File: config.mk
export PLATFORM = sky130hd
export DESIGN_NAME = hk_spi_mst
export DESIGN_NICKNAME = d
export VERILOG_FILES = /design/src/rtl/hk_spi_pkg.sv /design/src/rtl/hk_spi_clkgen.sv /design/src/rtl/hk_spi_mst.sv
export SDC_FILE = /design/constraint.sdc
export NUM_CORES = 1
export LEC_CHECK = 0
export ABC_CLOCK_PERIOD_IN_PS = 5100
export BUFFER_PORTS_ARGS = -buffer_cell sky130_fd_sc_hd__buf_2
export CAP_MARGIN = 20
export CORE_UTILIZATION = 30
export CTS_CLUSTER_DIAMETER = 200
export DETAILED_ROUTE_END_ITERATION = 10
export HOLD_SLACK_MARGIN = 0.05
export PLACE_DENSITY = 0.46
export SKIP_CTS_REPAIR_TIMING = 1
export SKIP_LAST_GASP = 1
export SLEW_MARGIN = 20
export SYNTH_ARGS = -nofsm -noshare
export SYNTH_HDL_FRONTEND = slang
export SYNTH_SLANG_ARGS = --single-unit
File: constraint.sdc
create_clock -name clk_i -period 5.1 [get_ports clk_i]
set_clock_uncertainty 0.2 [all_clocks]
set_input_delay 0.51 -clock clk_i [delete_from_list [all_inputs] [get_ports clk_i]]
set_output_delay 0.51 -clock clk_i [all_outputs]
set_load 0.05 [all_outputs]
File: src/rtl/hk_spi_pkg.sv
// Shared definitions for the housekeeping SPI initiator: command bytes,
// FSM state and byte-phase encodings, and the latched request record.
package hk_spi_pkg;

  localparam logic [7:0] HK_CMD_WR   = 8'h80;
  localparam logic [7:0] HK_CMD_RD   = 8'h40;
  localparam logic [7:0] HK_CMD_RDWR = 8'hC0;

  typedef enum logic [2:0] {
    IDLE  = 3'd0,
    SETUP = 3'd1,
    SHIFT = 3'd2,
    STALL = 3'd3,
    HOLD  = 3'd4
  } hk_state_e;

  typedef enum logic [1:0] {
    PH_CMD  = 2'd0,
    PH_ADDR = 2'd1,
    PH_DATA = 2'd2
  } hk_phase_e;

  typedef struct packed {
    logic       wr;
    logic       rdwr;
    logic [7:0] addr;
  } hk_req_t;

  // Simultaneous read/write wins over plain write.
  function automatic logic [7:0] hk_cmd(input logic wr, input logic rdwr);
    if (rdwr)    return HK_CMD_RDWR;
    else if (wr) return HK_CMD_WR;
    else         return HK_CMD_RD;
  endfunction

endpackage

File: src/rtl/hk_spi_clkgen.sv
// SCK half-period generator: counts 0..div, strobes tick at each half-period
// end and toggles SCK when enabled for shifting.
module hk_spi_clkgen
  #(parameter int DIV_W = 8)
  (
    input  logic             clk_i,
    input  logic             rst_n_i,
    input  logic             en_i,
    input  logic             clr_i,
    input  logic             sck_en_i,
    input  logic [DIV_W-1:0] div_i,
    output logic             tick_o,
    output logic             rise_tick_o,
    output logic             fall_tick_o,
    output logic             sck_o
  );

  logic [DIV_W-1:0] cnt_q;
  logic             sck_q;

  assign tick_o      = en_i & ~clr_i & (cnt_q == div_i);
  assign rise_tick_o = tick_o & sck_en_i & ~sck_q;
  assign fall_tick_o = tick_o & sck_en_i & sck_q;
  assign sck_o       = sck_q;

  always_ff @(posedge clk_i) begin
    if (!rst_n_i || clr_i) begin
      cnt_q <= '0;
      sck_q <= 1'b0;
    end else if (tick_o) begin
      cnt_q <= '0;
      if (sck_en_i) sck_q <= ~sck_q;
    end else if (en_i) begin
      cnt_q <= cnt_q + DIV_W'(1);
    end
  end

endmodule

File: src/rtl/hk_spi_mst.sv
// Housekeeping SPI initiator: cmd byte, addr byte, then len+1 data bytes,
// mode 0, MSB first. Define HK_SPI_MST_RDWR_EN for the 0xC0 read/write command.
module hk_spi_mst
  import hk_spi_pkg::*;
  #(parameter int DIV_W    = 8,
    parameter int LEN_W    = 4,
    parameter int CSB_HOLD = 2)
  (
    input  logic             clk_i,
    input  logic             rst_n_i,
    input  logic [DIV_W-1:0] div_i,
    input  logic             req_valid_i,
    output logic             req_ready_o,
    input  logic             req_wr_i,
`ifdef HK_SPI_MST_RDWR_EN
    input  logic             req_rdwr_i,
`endif
    input  logic [7:0]       req_addr_i,
    input  logic [LEN_W-1:0] req_len_i,
    input  logic             wdata_valid_i,
    input  logic [7:0]       wdata_i,
    output logic             wdata_ready_o,
    output logic             rdata_valid_o,
    output logic [7:0]       rdata_o,
    output logic             busy_o,
    output logic             done_o,
    output logic             spi_csb_o,
    output logic             spi_sck_o,
    output logic             spi_sdo_o,
    input  logic             spi_sdi_i
  );

  localparam int HW = (CSB_HOLD > 1) ? $clog2(CSB_HOLD) : 1;

  hk_state_e        state_q, state_d;
  hk_phase_e        phase_q;
  hk_req_t          req_q;
  logic [LEN_W-1:0] len_q;
  logic [DIV_W-1:0] div_q;
  logic [7:0]       sh_q, in_q, rdata_q;
  logic             sdo_q, rvalid_q;
  logic [2:0]       bit_q;
  logic [LEN_W:0]   byte_q;
  logic [HW-1:0]    hold_q;

  logic rdwr_in;
  logic cg_en, cg_clr, cg_sck_en, tick, rise_tick, fall_tick;
  logic accept, byte_end, last_byte, next_data, need_wb, need_rz, hold_end;
  logic wr_any, rd_any;

`ifdef HK_SPI_MST_RDWR_EN
  assign rdwr_in = req_rdwr_i;
`else
  assign rdwr_in = 1'b0;
`endif

  hk_spi_clkgen #(.DIV_W(DIV_W)) u_clkgen (
    .clk_i       (clk_i),
    .rst_n_i     (rst_n_i),
    .en_i        (cg_en),
    .clr_i       (cg_clr),
    .sck_en_i    (cg_sck_en),
    .div_i       (div_q),
    .tick_o      (tick),
    .rise_tick_o (rise_tick),
    .fall_tick_o (fall_tick),
    .sck_o       (spi_sck_o)
  );

  assign wr_any    = req_q.wr | req_q.rdwr;
  assign rd_any    = ~req_q.wr | req_q.rdwr;
  assign accept    = (state_q == IDLE) & req_valid_i;
  assign byte_end  = (state_q == SHIFT) & fall_tick & (bit_q == 3'd7);
  assign last_byte = (phase_q == PH_DATA) & (byte_q == {1'b0, len_q});
  // A fresh data byte is needed after the address and after every non-final data byte.
  assign next_data = byte_end & ((phase_q == PH_ADDR) | ((phase_q == PH_DATA) & ~last_byte));
  assign need_wb   = next_data & wr_any;
  assign need_rz   = next_data & ~wr_any;
  assign hold_end  = (state_q == HOLD) & tick & (hold_q == HW'(CSB_HOLD - 1));

  // State register
  always_ff @(posedge clk_i) begin
    if (!rst_n_i) state_q <= IDLE;
    else          state_q <= state_d;
  end

  // Next-state logic
  always_comb begin
    state_d = state_q;
    case (state_q)
      IDLE:  if (req_valid_i) state_d = SETUP;
      SETUP: if (tick)        state_d = SHIFT;
      SHIFT: begin
        if (byte_end) begin
          if (last_byte)                       state_d = HOLD;
          else if (need_wb && !wdata_valid_i)  state_d = STALL;
        end
      end
      STALL: if (wdata_valid_i) state_d = SHIFT;
      HOLD:  if (hold_end)      state_d = IDLE;
      default:                  state_d = IDLE;
    endcase
  end

  // Outputs and clock-generator control
  always_comb begin
    req_ready_o   = (state_q == IDLE);
    busy_o        = (state_q != IDLE);
    done_o        = hold_end;
    spi_csb_o     = (state_q == IDLE) | (state_q == HOLD);
    wdata_ready_o = wdata_valid_i & (need_wb | (state_q == STALL));
    cg_en         = (state_q == SETUP) | (state_q == SHIFT) | (state_q == HOLD);
    cg_clr        = (state_q == IDLE) | (state_q == STALL);
    cg_sck_en     = (state_q == SHIFT);
  end

  // Datapath: later assignments in this block take precedence.
  always_ff @(posedge clk_i) begin
    if (!rst_n_i) begin
      phase_q  <= PH_CMD;
      req_q    <= '0;
      len_q    <= '0;
      div_q    <= '0;
      sh_q     <= '0;
      in_q     <= '0;
      sdo_q    <= 1'b0;
      bit_q    <= '0;
      byte_q   <= '0;
      hold_q   <= '0;
      rdata_q  <= '0;
      rvalid_q <= 1'b0;
    end else begin
      rvalid_q <= 1'b0;
      if (accept) begin
        req_q   <= '{wr: req_wr_i, rdwr: rdwr_in, addr: req_addr_i};
        len_q   <= req_len_i;
        div_q   <= div_i;
        sh_q    <= hk_cmd(req_wr_i, rdwr_in);
        sdo_q   <= hk_cmd(req_wr_i, rdwr_in) >> 7;
        phase_q <= PH_CMD;
        bit_q   <= '0;
        byte_q  <= '0;
        hold_q  <= '0;
      end
      if ((state_q == SHIFT) && rise_tick)
        in_q <= {in_q[6:0], spi_sdi_i};
      if ((state_q == SHIFT) && fall_tick) begin
        bit_q <= bit_q + 3'd1;
        if (bit_q != 3'd7) begin
          sh_q  <= {sh_q[6:0], 1'b0};
          sdo_q <= sh_q[6];
        end else begin
          case (phase_q)
            PH_CMD: begin
              sh_q    <= req_q.addr;
              sdo_q   <= req_q.addr[7];
              phase_q <= PH_ADDR;
            end
            PH_ADDR: phase_q <= PH_DATA;
            default: begin
              if (rd_any) begin
                rdata_q  <= in_q;
                rvalid_q <= 1'b1;
              end
              if (!last_byte) byte_q <= byte_q + (LEN_W+1)'(1);
            end
          endcase
        end
      end
      if (need_rz) begin
        sh_q  <= 8'h00;
        sdo_q <= 1'b0;
      end
      // Without a write byte, STALL keeps sdo at its last driven bit.
      if (wdata_ready_o) begin
        sh_q  <= wdata_i;
        sdo_q <= wdata_i[7];
      end
      if ((state_q == HOLD) && tick)
        hold_q <= hold_q + HW'(1);
    end
  end

  assign spi_sdo_o     = sdo_q;
  assign rdata_o       = rdata_q;
  assign rdata_valid_o = rvalid_q;

endmodule
* Word level (Yosys, flattened, before mapping)
Cells that the tools add are included.
** Cells by class
- $add $sub $neg :: 4
- Multipliers :: 0
- Div/mod/pow operators :: 0
- Order comparisons :: 0
- Eq/ne operators :: 16
- Shifts and indexed selects :: 0
- Mux-type cells :: 35
- Bitwise logic cells :: 30
- Reduce and logical (&&, ||, !) cells :: 18
** Operators with widths (count)
- 8-bit 2-to-1 mux :: 7
- 3-bit 2-to-1 mux :: 9
- 5-bit 2-to-1 mux :: 5
- 1-bit AND :: 16
- 3-bit case mux with 5 select lines :: 1
- 2-bit inequality test (second input constant) :: 5
- 1-bit 2-to-1 mux :: 9
- 8-bit by 1-bit adder with 8-bit output (second input constant) :: 1
- 8-bit == test :: 1
- 1-bit NOT :: 8
- 3-bit by 2-bit == test with 1-bit output (second input constant) :: 2
- 3-bit == test (second input constant) :: 2
- 2-bit 2-to-1 mux :: 3
- 3-bit inequality test (second input constant) :: 2
- 1-bit bitwise OR :: 6
- 6-bit AND reduction :: 1
- 5-bit by 1-bit adder with 5-bit output (second input constant) :: 1
- 5-bit by 4-bit == test with 1-bit output :: 1
- 5-bit OR reduction :: 1
- 1-bit logical AND :: 4
- 2-bit case mux with 2 select lines :: 1
- 4-bit AND reduction :: 1
- 2-bit nonzero test :: 2
- 2-bit OR reduction :: 2
- other kinds (11) :: 12
** Word-level totals
- Register bits :: 70
- Latch bits :: 0
- RAM bits :: 0
- Memory bits (read-only) :: 0
- Input bits :: 34
- Output and inout bits :: 16
- Word-level logic and storage cells :: 119
- Memories :: 0

* Depth between registers and ports, before layout
Gate-level depths: netlist of the first run.
- Word-level depth :: 16
- Depth in mapped cells :: 9
- Gate-level depth less buffers :: 7

* Hierarchy
A second synthesis of the first run with hierarchy kept.
** Second synthesis, totals
- Cell total of the unflattened synthesis :: 418
- Area, all modules :: 3324.4 um^2
** Modules (own cells, without submodules)
- hk_spi_mst :: times used 1, cells each 354, area each 2785.2 um^2, sequential area each 1201.2 um^2
- hk_spi_clkgen :: times used 1, cells each 64, area each 539.3 um^2, sequential area each 180.2 um^2

* Worst setup path after synthesis of the first run
Ideal clock, no wire load.
- Kind :: register -> output
- Start point :: register state_q[2]
- End point :: output port busy_o
- Data arrival time :: 2.228 ns
- Data required time :: 4.390 ns
- Path slack :: 2.162 ns
- Cell stages (with the launch flop) :: 4
- Buffers on the path :: 1
- Path through :: dfxtp_1 clkbuf_1 nor3_1 inv_1
** On the way
- Longest elaborated chain between the ends :: 1
** Ends and longest elaborated chain
- start, declared :: line hk_spi_mst.sv:35 : hk_state_e state_q, state_d;
- start signal, assigned :: line hk_spi_mst.sv:84 : else state_q <= state_d;
- 3-bit nonzero test :: line hk_spi_mst.sv:108 : busy_o = (state_q != IDLE);
- end, declared :: line hk_spi_mst.sv:25 : output logic busy_o,
No other way between the ends.

* Worst setup path in the final report of the first run
- Start point :: register state_q[2]
- End point :: output port done_o
** On the way
- Longest elaborated chain between the ends :: 7
- Elaborated cells between the ends (all ways) :: 13
- Those cells by class :: eq/ne (4); bitwise (8); reduce/logical (1)
** Ends and longest elaborated chain
- 3-bit by 1-bit == test with 1-bit output (tied with other cells) :: line hk_spi_mst.sv:112 : cg_en = (state_q == SETUP) | (state_q == SHIFT) | (state_q == HOLD);
- 1-bit bitwise OR (on tied branches) :: line hk_spi_mst.sv:112, hk_spi_mst.sv:113
- 1-bit bitwise OR or 1-bit NOT (tied branches) :: line hk_spi_mst.sv:112, hk_spi_clkgen.sv:21
- 1-bit AND (2 in a row) :: line hk_spi_clkgen.sv:21 : assign tick_o = en_i & ~clr_i & (cnt_q == div_i);
- 1-bit AND (*) (2 in a row) :: line hk_spi_mst.sv:79 : assign hold_end = (state_q == HOLD) & tick & (hold_q == HW'(CSB_HOLD - 1));
- end, declared :: line hk_spi_mst.sv:26 : output logic done_o,
Mark *: on every way between the ends. The rest lies on a longest branch, timed or not.

==> results of run 1 <==
==> synthesized netlist by cell type (all sizes together), types with 5 or more instances <==
cell type,n,area (um2)
o21ai,17,85.1
clkbuf,18,67.6
and4,6,52.6
nor3,8,56.3
inv,5,18.8
dfxtp,69,1380
buf,8,52.6
nor2,23,86.3
a31oi,5,31.3
a32o,6,60.1
nand2,69,259
nand2b,8,50.1
xnor2,13,114
o31ai,7,52.6
nand3,17,85.1
mux2i,20,200
nor4,7,62.6
xor2,8,70.1
nor2b,21,131
a21boi,26,195
and2,5,31.3
a21oi,7,35.0
==> flip-flops by register name, summed over array words and instances, names as in the netlist, 4 cells and up <==
register and flops:
byte_q 5, div_q 8, in_q 8, len_q 4, rdata_o 8, req_q 9, sh_q 7, u_clkgen.cnt_q 8
==> cells by family (layout without fill, tap and decap cells) <==
kind of cell | count (synthesis) | in the layout | share of synthesized area
buf+inv | 31 | 71 | 0.0394
flops | 69 | 69 | 0.392
simple gates | 185 | 185 | 0.285
compound gates | 81 | 81 | 0.161
fa+ha+maj | 4 | 4 | 0.0142
xor+xnor | 21 | 21 | 0.0522
mux | 20 | 20 | 0.0568
==> layout make-up <==
| type | instances | share of cell area |
|---|---|---|
| multi-input combinational | 311 | 0.483 |
| sequential | 69 | 0.331 |
| timing repair buffer | 50 | 0.0605 |
| clock buffer | 10 | 0.0572 |
| tap | 143 | 0.0429 |
| clock inverter | 6 | 0.0207 |
| inverter | 5 | 0.00450 |
==> path summary, 6_finish.rpt <==
kind | from | endpoint | cells after the start
worst max register to register | state_q[2]$_SDFFE_PN0P_ | sh_q[4]$_SDFF_PN0_ | 6
worst max-delay path | state_q[2]$_SDFFE_PN0P_ | done_o | 5
worst min register to register | req_q[7]$_SDFFE_PN0P_ | req_q[7]$_SDFFE_PN0P_ | 2
worst min-delay path | wdata_i[3] | sh_q[3]$_SDFF_PN0_ | 2
==> layout by cell type, fill, tap and decap left out, types with 7 or more instances in the layout <==
| cell type | netlist | layout |
|---|---|---|
| sky130_fd_sc_hd__nand2_1 | 69 | 69 |
| sky130_fd_sc_hd__dfxtp_1 | 69 | 69 |
| sky130_fd_sc_hd__buf_2 | 3 | 49 |
| sky130_fd_sc_hd__a21boi_0 | 25 | 25 |
| sky130_fd_sc_hd__nor2_1 | 23 | 23 |
| sky130_fd_sc_hd__nor2b_1 | 21 | 21 |
| sky130_fd_sc_hd__mux2i_1 | 20 | 20 |
| sky130_fd_sc_hd__nand3_1 | 17 | 17 |
| sky130_fd_sc_hd__o21ai_0 | 14 | 14 |
| sky130_fd_sc_hd__xnor2_1 | 13 | 13 |
| sky130_fd_sc_hd__clkbuf_16 | 0 | 9 |
| sky130_fd_sc_hd__nand2b_1 | 8 | 8 |
| sky130_fd_sc_hd__xor2_1 | 8 | 8 |
| sky130_fd_sc_hd__o31ai_1 | 7 | 7 |
| sky130_fd_sc_hd__a21oi_1 | 7 | 7 |
==> routing by layer <==
metal / wire (um) / share of wire / vias to the layer above
met5: 0 / 0 / -
met4: 63 / 0.0071 / 0
met1: 4630 / 0.52 / 1434
met3: 370 / 0.042 / 4
met2: 3800 / 0.43 / 75
li1: - / - / 1530
==> stage by stage <==
| stage | hold WS, ps | instance area (um2) | total power [W] | setup WS (ps) |
|---|---|---|---|---|
| finish | 185 | 4180 | 0.00139 | 1480 |
| global route | 182 | 4180 | 0.00146 | 1200 |
| CTS | 173 | 4180 | 0.00142 | 1470 |
| detailed placement | 265 | 3850 | 0.000727 | 1850 |
| global placement | 264 | 3840 | 0.000725 | 1930 |
| floorplan | 244 | 3530 | 0.000683 | 2160 |
==> power by group through the flow <==
stage	Clock [W]	Sequential (W)	Combinational (W)
after global placement	0	0.000583	0.000142
final	0.000678	0.000572	0.000142
after floorplan	0	0.000578	0.000105
after global routing	0.000725	0.000574	0.000158
after detailed placement	0	0.000584	0.000143
after CTS	0.000700	0.000572	0.000143
==> results list, run 1 <==
- Status: completed
* Part of the total power dissipated in combinational logic: 0.102
- The pre-antenna-repair detailed-routing pass consisted of 4 iterations.
- Counting I/O delays and the setup requirement, the final critical path takes 3620 ps.
* Worst setup EP type: primary output
- Worst slew pin tran: 978 ps
- Maximum fanout encountered on the critical timing path: 14
- The share of total power dissipated in the clock network is 0.487.
- Final Core Density: 0.366
* PD cells: 333 mW/mm2
* Mapped cell area: 0.00353 mm2
- For this configuration, the core starts out at a cell density of 0.309.
- Post-route DRC: 0
- Most heavily used metal layer in global routing: met2
- Counting every sink on the clock net gives 69.
- Cell type group with the largest total delay on the critical path: simple AND/OR/NAND/NOR gates
- Met1 capacity usage during global routing: 0.218
- The core region is 0.0114 mm2.
- The internal power of the cells totals 0.00105 W.
- Largest net degree at the start of global routing: 63
- Number of placed I/O pins: 50
* Peak supply drop: 0.126 mV
* Sequential element share of the synthesized area: 0.392
- For this design the total switching power over the nets is 0.000346 W.
- Summed over all cells, the static leakage comes to 1.60 nW.
- Count of standard-cell rows: 39
- Kind of start point of the critical path: register
* Synth Instances: 411
- Wire length reported by the detailed router: 8860 um
- Number of antenna violations at the first check in global routing: 0
* RSZ-0062 raised after global routing: no
* Arrival time reported for the critical path endpoint: 2910 ps
- Critical Path Slowest Stage Cell: sky130_fd_sc_hd__nor4b_2
* Fraction of final layout cells with drive strength greater than 1: 0.180
- Of the total power, the share spent switching nets is 0.249.
* Clock transition at the register clock pins on the worst setup and hold paths after CTS: 60 ps
- Wire length of the first global-routing pass: 14800 um
- After legalization and detailed placement, the total HPWL measured 6100 um.
* Count of flip-flops with a built-in enable after synthesis: 0
- Counting distinct cell types in the post-synthesis netlist gives 56.
- The worst setup path is of the reg2out kind.
* Part of the power in registers: 0.411
* GPL Wtd Cong: 0.848
- Yosys warning count: 0
* Met3 track demand over resource in global routing: 0.0318
* Most used flip-flop cell after synthesis: sky130_fd_sc_hd__dfxtp_1
* Number of vias per cell after detailed routing: 5.12
- The count of pins over their slew limit came to 0.
- After routing, the total negative slack on setup checks comes to 0 ps.
* Number of setup violations in the final report: 0
- The count of endpoints failing hold in the final timing report is 0.
* Count of routing violations after the opening detailed-route iteration: 143
- The multi-input combinational cells in the finished layout cover a total of 0.00202 mm2.
- Leaving out filler cells and counting taps, the final layout contains 594.
* Fraction of met2 tracks used by global routing: 0.218
* Placed cells: 578
- In the finished design, the share of the clock period the worst path needs comes to 0.710.
- CTS placed an instance of sky130_fd_sc_hd__clkbuf_16 at the clock tree root.
- In this run the number of H-tree levels came out at 3.
* CTS tree: built
- Clock Tree Buf Depth: 2
- The total overflow left after global routing is 0.
- Max-capacitance violation count: 0
- The signal on the critical path passes through nor3b_2 -> a21o_1 -> nor4b_2 -> and3_1 -> buf_2.
- Static timing analysis puts the maximum clock frequency at 0.276 GHz.
- In the global route stage, overall resource usage came out at 0.152.
- R2r setup slk: 1830 ps
* N_diodes: 0
- In this run the horizontal extent of the chip is 110 um.
- Area added between synthesis and finish: 18.4%
- After detailed routing, the average wire length per cell comes to 14.9 um.
- Worst slew margin relative to its limit: 0.348
- Floorplan die area: 0.0122 mm2
- The number of global-route vias before repair came to 2852.
* Required time worst endpoint: 4390 ps
* # fillers: 1208
* FFs w/ async S/R, synth: 0
- Counting every net in the synthesized netlist gives 449.
- Storage element area: 0.00138 mm2
- Type of the tightest min-delay check: in2reg
- Once detail routing completed, the nets flagged for antenna violations numbered 0.
- Die span in y: 110 um
- In this design, the stage delay of the slowest critical-path cell is 810 ps.
* Buffers added on ports: 49
* Avg Synthesized Cell Area: 8.58 um2
* Number of clock buffers inserted by TritonCTS: 9
- Number of register bits inferred by synthesis: 69
- Clock latency at the later pin of the worst-skew pair: 330 ps
- At the end of the flow, the number of nets in the layout was 484.
- Detailed-route via count: 3043
- Critical path buffer and inverter count: 1
Note: power is estimated with default switching activity, not from simulation.
==> inputs of run 2 (changes only) <==
ABC_AREA = 1   (was not set)
ABC_CLOCK_PERIOD_IN_PS = 3600   (was 5100)
clock period = 3.6 ns   (was 5.1 ns; I/O delays follow)
==> run 2 against run 1 <==
First-iteration DRC count fell by 11%. Worst hold slack got worse by 140 ps. Largest power group unchanged. Non-clock buffer count rose by 3.
==> results list, run 2 <==
- Number of placed I/O pins: 50 (unchanged)
- The number of buffers added by the clock tree synthesis step came to 9 (unchanged).
- The number of antenna violations at the first check in global routing is 0 (unchanged).
- Dpl hpwl: 6100 um (about the same)
- Cell variety after synth: 37 (-34%)
- Type of the tightest min-delay check: in2reg
* Post-Route Setup TNS: 0 ps (unchanged)
- # fillers: 1263 (+4.6%)
- Fraction of the mapped netlist area in compound gates: 0.180 (+0.0196)
* Worst Setup Path Type: reg2out
- Largest net degree at the start of global routing: 43 (-32%)
- Post-detailed-route wirelength per cell: 12.2 um (-18%)
- Number of register bits inferred by synthesis: 69 (unchanged)
- In the finished design, the share of the clock period the worst path needs comes to 0.836.
- Max FFs per register: 9 (unchanged)
- The via count was 3213 (+5.6%).
* Final-stage net count: 589 (+22%)
- Top post-synthesis cells by area: sky130_fd_sc_hd__dfxtp_1 39%, sky130_fd_sc_hd__nand2_1 11%, sky130_fd_sc_hd__a21oi_1 8.0%
* Yosys warning count: 0 (unchanged)
- CTS tree: built
- The peak ir drop on the vdd network was 0.401 mV (+220%).
* Most common library cell in the layout ignoring fill and taps: sky130_fd_sc_hd__nand2_1
- Leakage: 1.79 nW (+12%)
* Clock latency at the later pin of the worst-skew pair: 330 ps (about the same)
* Part of the power in registers: 0.339 (-0.072)
* Worst setup EP type: primary output
- Commonest cells post-synth: 103 x sky130_fd_sc_hd__nand2_1, 69 x sky130_fd_sc_hd__dfxtp_1, 65 x sky130_fd_sc_hd__inv_1, 56 x sky130_fd_sc_hd__a21oi_1, 45 x sky130_fd_sc_hd__nor2_1
- Worst slew pin tran: 526 ps (-451 ps)
* Synth top area share: 0.392 (about the same)
* Die W: 110 um (about the same)
* Maximum fanout encountered on the critical timing path: 15 (+1)
- The routed via count divided by cell count came to 4.60 (-10%).
- The worst reg-to-reg path cell count came to 10 (+4).
* N_diodes: 0 (unchanged)
- Max-capacitance violation count: 0 (unchanged)
- The switching share of power was 0.340 (+0.0913).
* Design internal power: 0.00176 W (+68%)
- The relative slew slack came to 0.648 (+0.300).
- Synth Instances: 504 (+23%)
* Area added between synthesis and finish: 20.0%
- The total nets after synthesis was 542 (+21%).
- The most used flip-flop cell after synthesis is sky130_fd_sc_hd__dfxtp_1.
- The smallest clock period supported by the final layout is computed as 3010 ps.
* Hold Violations, Final: 0 (unchanged)
- The starting utilization of the core area is 0.309 (about the same).
- Wire length of the first global-routing pass: 14100 um (-4.5%)
* Buffers added on ports: 49 (unchanged)
* PD cells: 629 mW/mm2 (+89%)
* Mapped cell area: 0.00352 mm2 (about the same)
* Count of routing violations after the opening detailed-route iteration: 127 (-11%)
* Final worst-path setup slack: 590 ps (-887 ps)
- Count of flip-flops with a built-in enable after synthesis: 0 (unchanged)
- Status: completed
- Setup repair after global routing left no endpoint under its margin.
- The setup violation total in the final timing report came to 0 (unchanged).
- Die span in y: 110 um (about the same)
- Arrival time reported for the critical path endpoint: 2450 ps (-460 ps)
- Proportion of power drawn by the clock network: 0.385 (-0.102)
- The xor/xnor cell area share of the yosys netlist is 0.00497 (-0.0472).
- GPL Wtd Cong: 0.766 (-9.7%)
* Combinational family with the most area after synthesis: simple AND/OR/NAND/NOR gates
- Part of the total power dissipated in combinational logic: 0.276 (+0.174)
- Depth of the worst hold-timing path: 3 (+1)
* Post-DRT Antenna Nets: 0 (unchanged)
- Count of standard-cell rows: 39 (unchanged)
- The net switching power is 0.000905 W (+160%).
- Slew Viols, Final: 0 (unchanged)
* Avg Synthesized Cell Area: 6.99 um2 (-19%)
- Clock transition at the register clock pins on the worst setup and hold paths after CTS: 50 ps (about the same)
- The portion of the post-synthesis area used by sequential elements is 0.392 (about the same).
* Cell with the most instances after synthesis: sky130_fd_sc_hd__nand2_1
* First-pass detailed-route iteration total: 4 (unchanged)
- Dominant cell type by area after synthesis: sky130_fd_sc_hd__dfxtp_1
* Clock Tree Buf Depth: 2 (unchanged)
- Clock Tree Root: sky130_fd_sc_hd__clkbuf_16
* Core footprint: 0.0114 mm2 (unchanged)
* Level count of the clock H-tree: 3 (unchanged)
- The top cell types in the final layout, fill and taps aside, are 103 x sky130_fd_sc_hd__nand2_1, 69 x sky130_fd_sc_hd__dfxtp_1, 65 x sky130_fd_sc_hd__inv_1.
- The total length of routed wires was 8520 um (-3.9%).
- Vias in the first global route: 2972 (+4.2%)
- Multiplexer area fraction after synthesis: 0 (-0.0568)
- The worst slack after detailed placement was 945 ps (-904 ps).
* Reg with most FFs: req_q
- Adder-cell share of the synthesized area: 0.0142 (about the same)
* Share of synthesized cell area in and, or, nand and nor gates: 0.305 (+0.0201)
- Global-route usage over all layers: 0.153 (+0.000926)
- FFs w/ async S/R, synth: 0 (unchanged)
- Kind of start point of the critical path: register
- Highest attainable clock frequency: 0.332 GHz
- The residual overflow from global routing was 0 (unchanged).
* Fraction of final layout cells with drive strength greater than 1: 0.187 (+0.00745)
- The required time at the worst-slack endpoint was 3040 ps (-1350 ps).
- The count of clock tree sinks was 69 (unchanged).
- The detailed-route DRC error count was 0 (unchanged).
- Floorplan die area: 0.0122 mm2 (about the same)
[run 2: cell types whose count changed in the layout (fill, tap and decap cells not counted), moves of 7 or more]
cell	before	now
sky130_fd_sc_hd__inv_1	5	65
sky130_fd_sc_hd__a21oi_1	7	56
sky130_fd_sc_hd__nand2_1	69	103
sky130_fd_sc_hd__o21ai_0	14	41
sky130_fd_sc_hd__a21boi_0	25	0
sky130_fd_sc_hd__nor2_1	23	45
sky130_fd_sc_hd__nor2b_1	21	0
sky130_fd_sc_hd__mux2i_1	20	0
sky130_fd_sc_hd__xnor2_1	13	0
sky130_fd_sc_hd__nand2b_1	8	0
sky130_fd_sc_hd__nand3_2	0	7
sky130_fd_sc_hd__o31ai_1	7	0
[run 2: logic make-up after synthesis]
group,count (synthesis)
and+or+nand+nor,219
xor gates and xnor gates,2
buffers and inverters,90
DFF,69
AOI/OAI and AO/OA,120
adders and majority gates,4
[run 2: final timing paths]
check                                              from                 endpoint  slack [ps]
worst max-delay path              bit_q[0]$_SDFFE_PN0P_            wdata_ready_o         590
worst min-delay path                      req_addr_i[5]    req_q[5]$_SDFFE_PN0P_          50
worst max register to register    bit_q[0]$_SDFFE_PN0P_       sh_q[6]$_SDFF_PN0_        1130
worst min register to register  rdata_o[0]$_SDFFE_PN0P_  rdata_o[0]$_SDFFE_PN0P_         240
[run 2: through the flow]
| stage | cell area (um2) | hold WS, ps | util | std cells | power (W) |
|---|---|---|---|---|---|
| after floorplan | 3520 | 224 | - | 504 | 0.00149 |
| after global placement | 3890 | 232 | 0.340 | 683 | 0.00166 |
| after detailed placement | 3890 | 234 | 0.340 | 683 | 0.00166 |
| after CTS | 4230 | 34.0 | 0.370 | 699 | 0.00270 |
| after global routing | 4230 | 62.7 | 0.370 | 699 | 0.00283 |
| final | 4230 | 48.2 | 0.370 | 699 | 0.00266 |
[run 2: final cells by class]
cell class	count	area, um2	area share
Clock buffer	12	246	0.0583
Clock inverter	4	95.1	0.0225
Inverter	73	274	0.0648
Multi-Input combinational cell	345	1780	0.420
Sequential cell	69	1380	0.327
Tap cell	143	179	0.0423
Timing Repair Buffer	53	275	0.0651
[run 2: power groups by stage]
stage	clock network, W	registers [W]	logic (W)
after floorplan	0	0.000915	0.000576
after global placement	0	0.000922	0.000739
after detailed placement	0	0.000919	0.000743
after CTS	0.00105	0.000905	0.000746
after global routing	0.00108	0.000915	0.000830
final	0.00102	0.000904	0.000735
[run 2: routing by layer]
| metal | routed length [um] | part of all wire | track usage |
|---|---|---|---|
| met4 | 149 | 0.017 | 0.0555 |
| met5 | 0 | 0 | 0 |
| met2 | 4030 | 0.47 | 0.255 |
| met3 | 377 | 0.044 | 0.0441 |
| met1 | 3970 | 0.47 | 0.185 |
[run 2: worst max-delay path, cell delays in order (launching register included)]
cell	delay, ps
sky130_fd_sc_hd__dfxtp_1	350
sky130_fd_sc_hd__ha_1	160
sky130_fd_sc_hd__ha_1	350
sky130_fd_sc_hd__clkinv_1	370
sky130_fd_sc_hd__nor2_2	250
sky130_fd_sc_hd__nand3_2	80
sky130_fd_sc_hd__nand2_2	100
sky130_fd_sc_hd__nand2_4	120
sky130_fd_sc_hd__inv_1	70
sky130_fd_sc_hd__buf_2	250
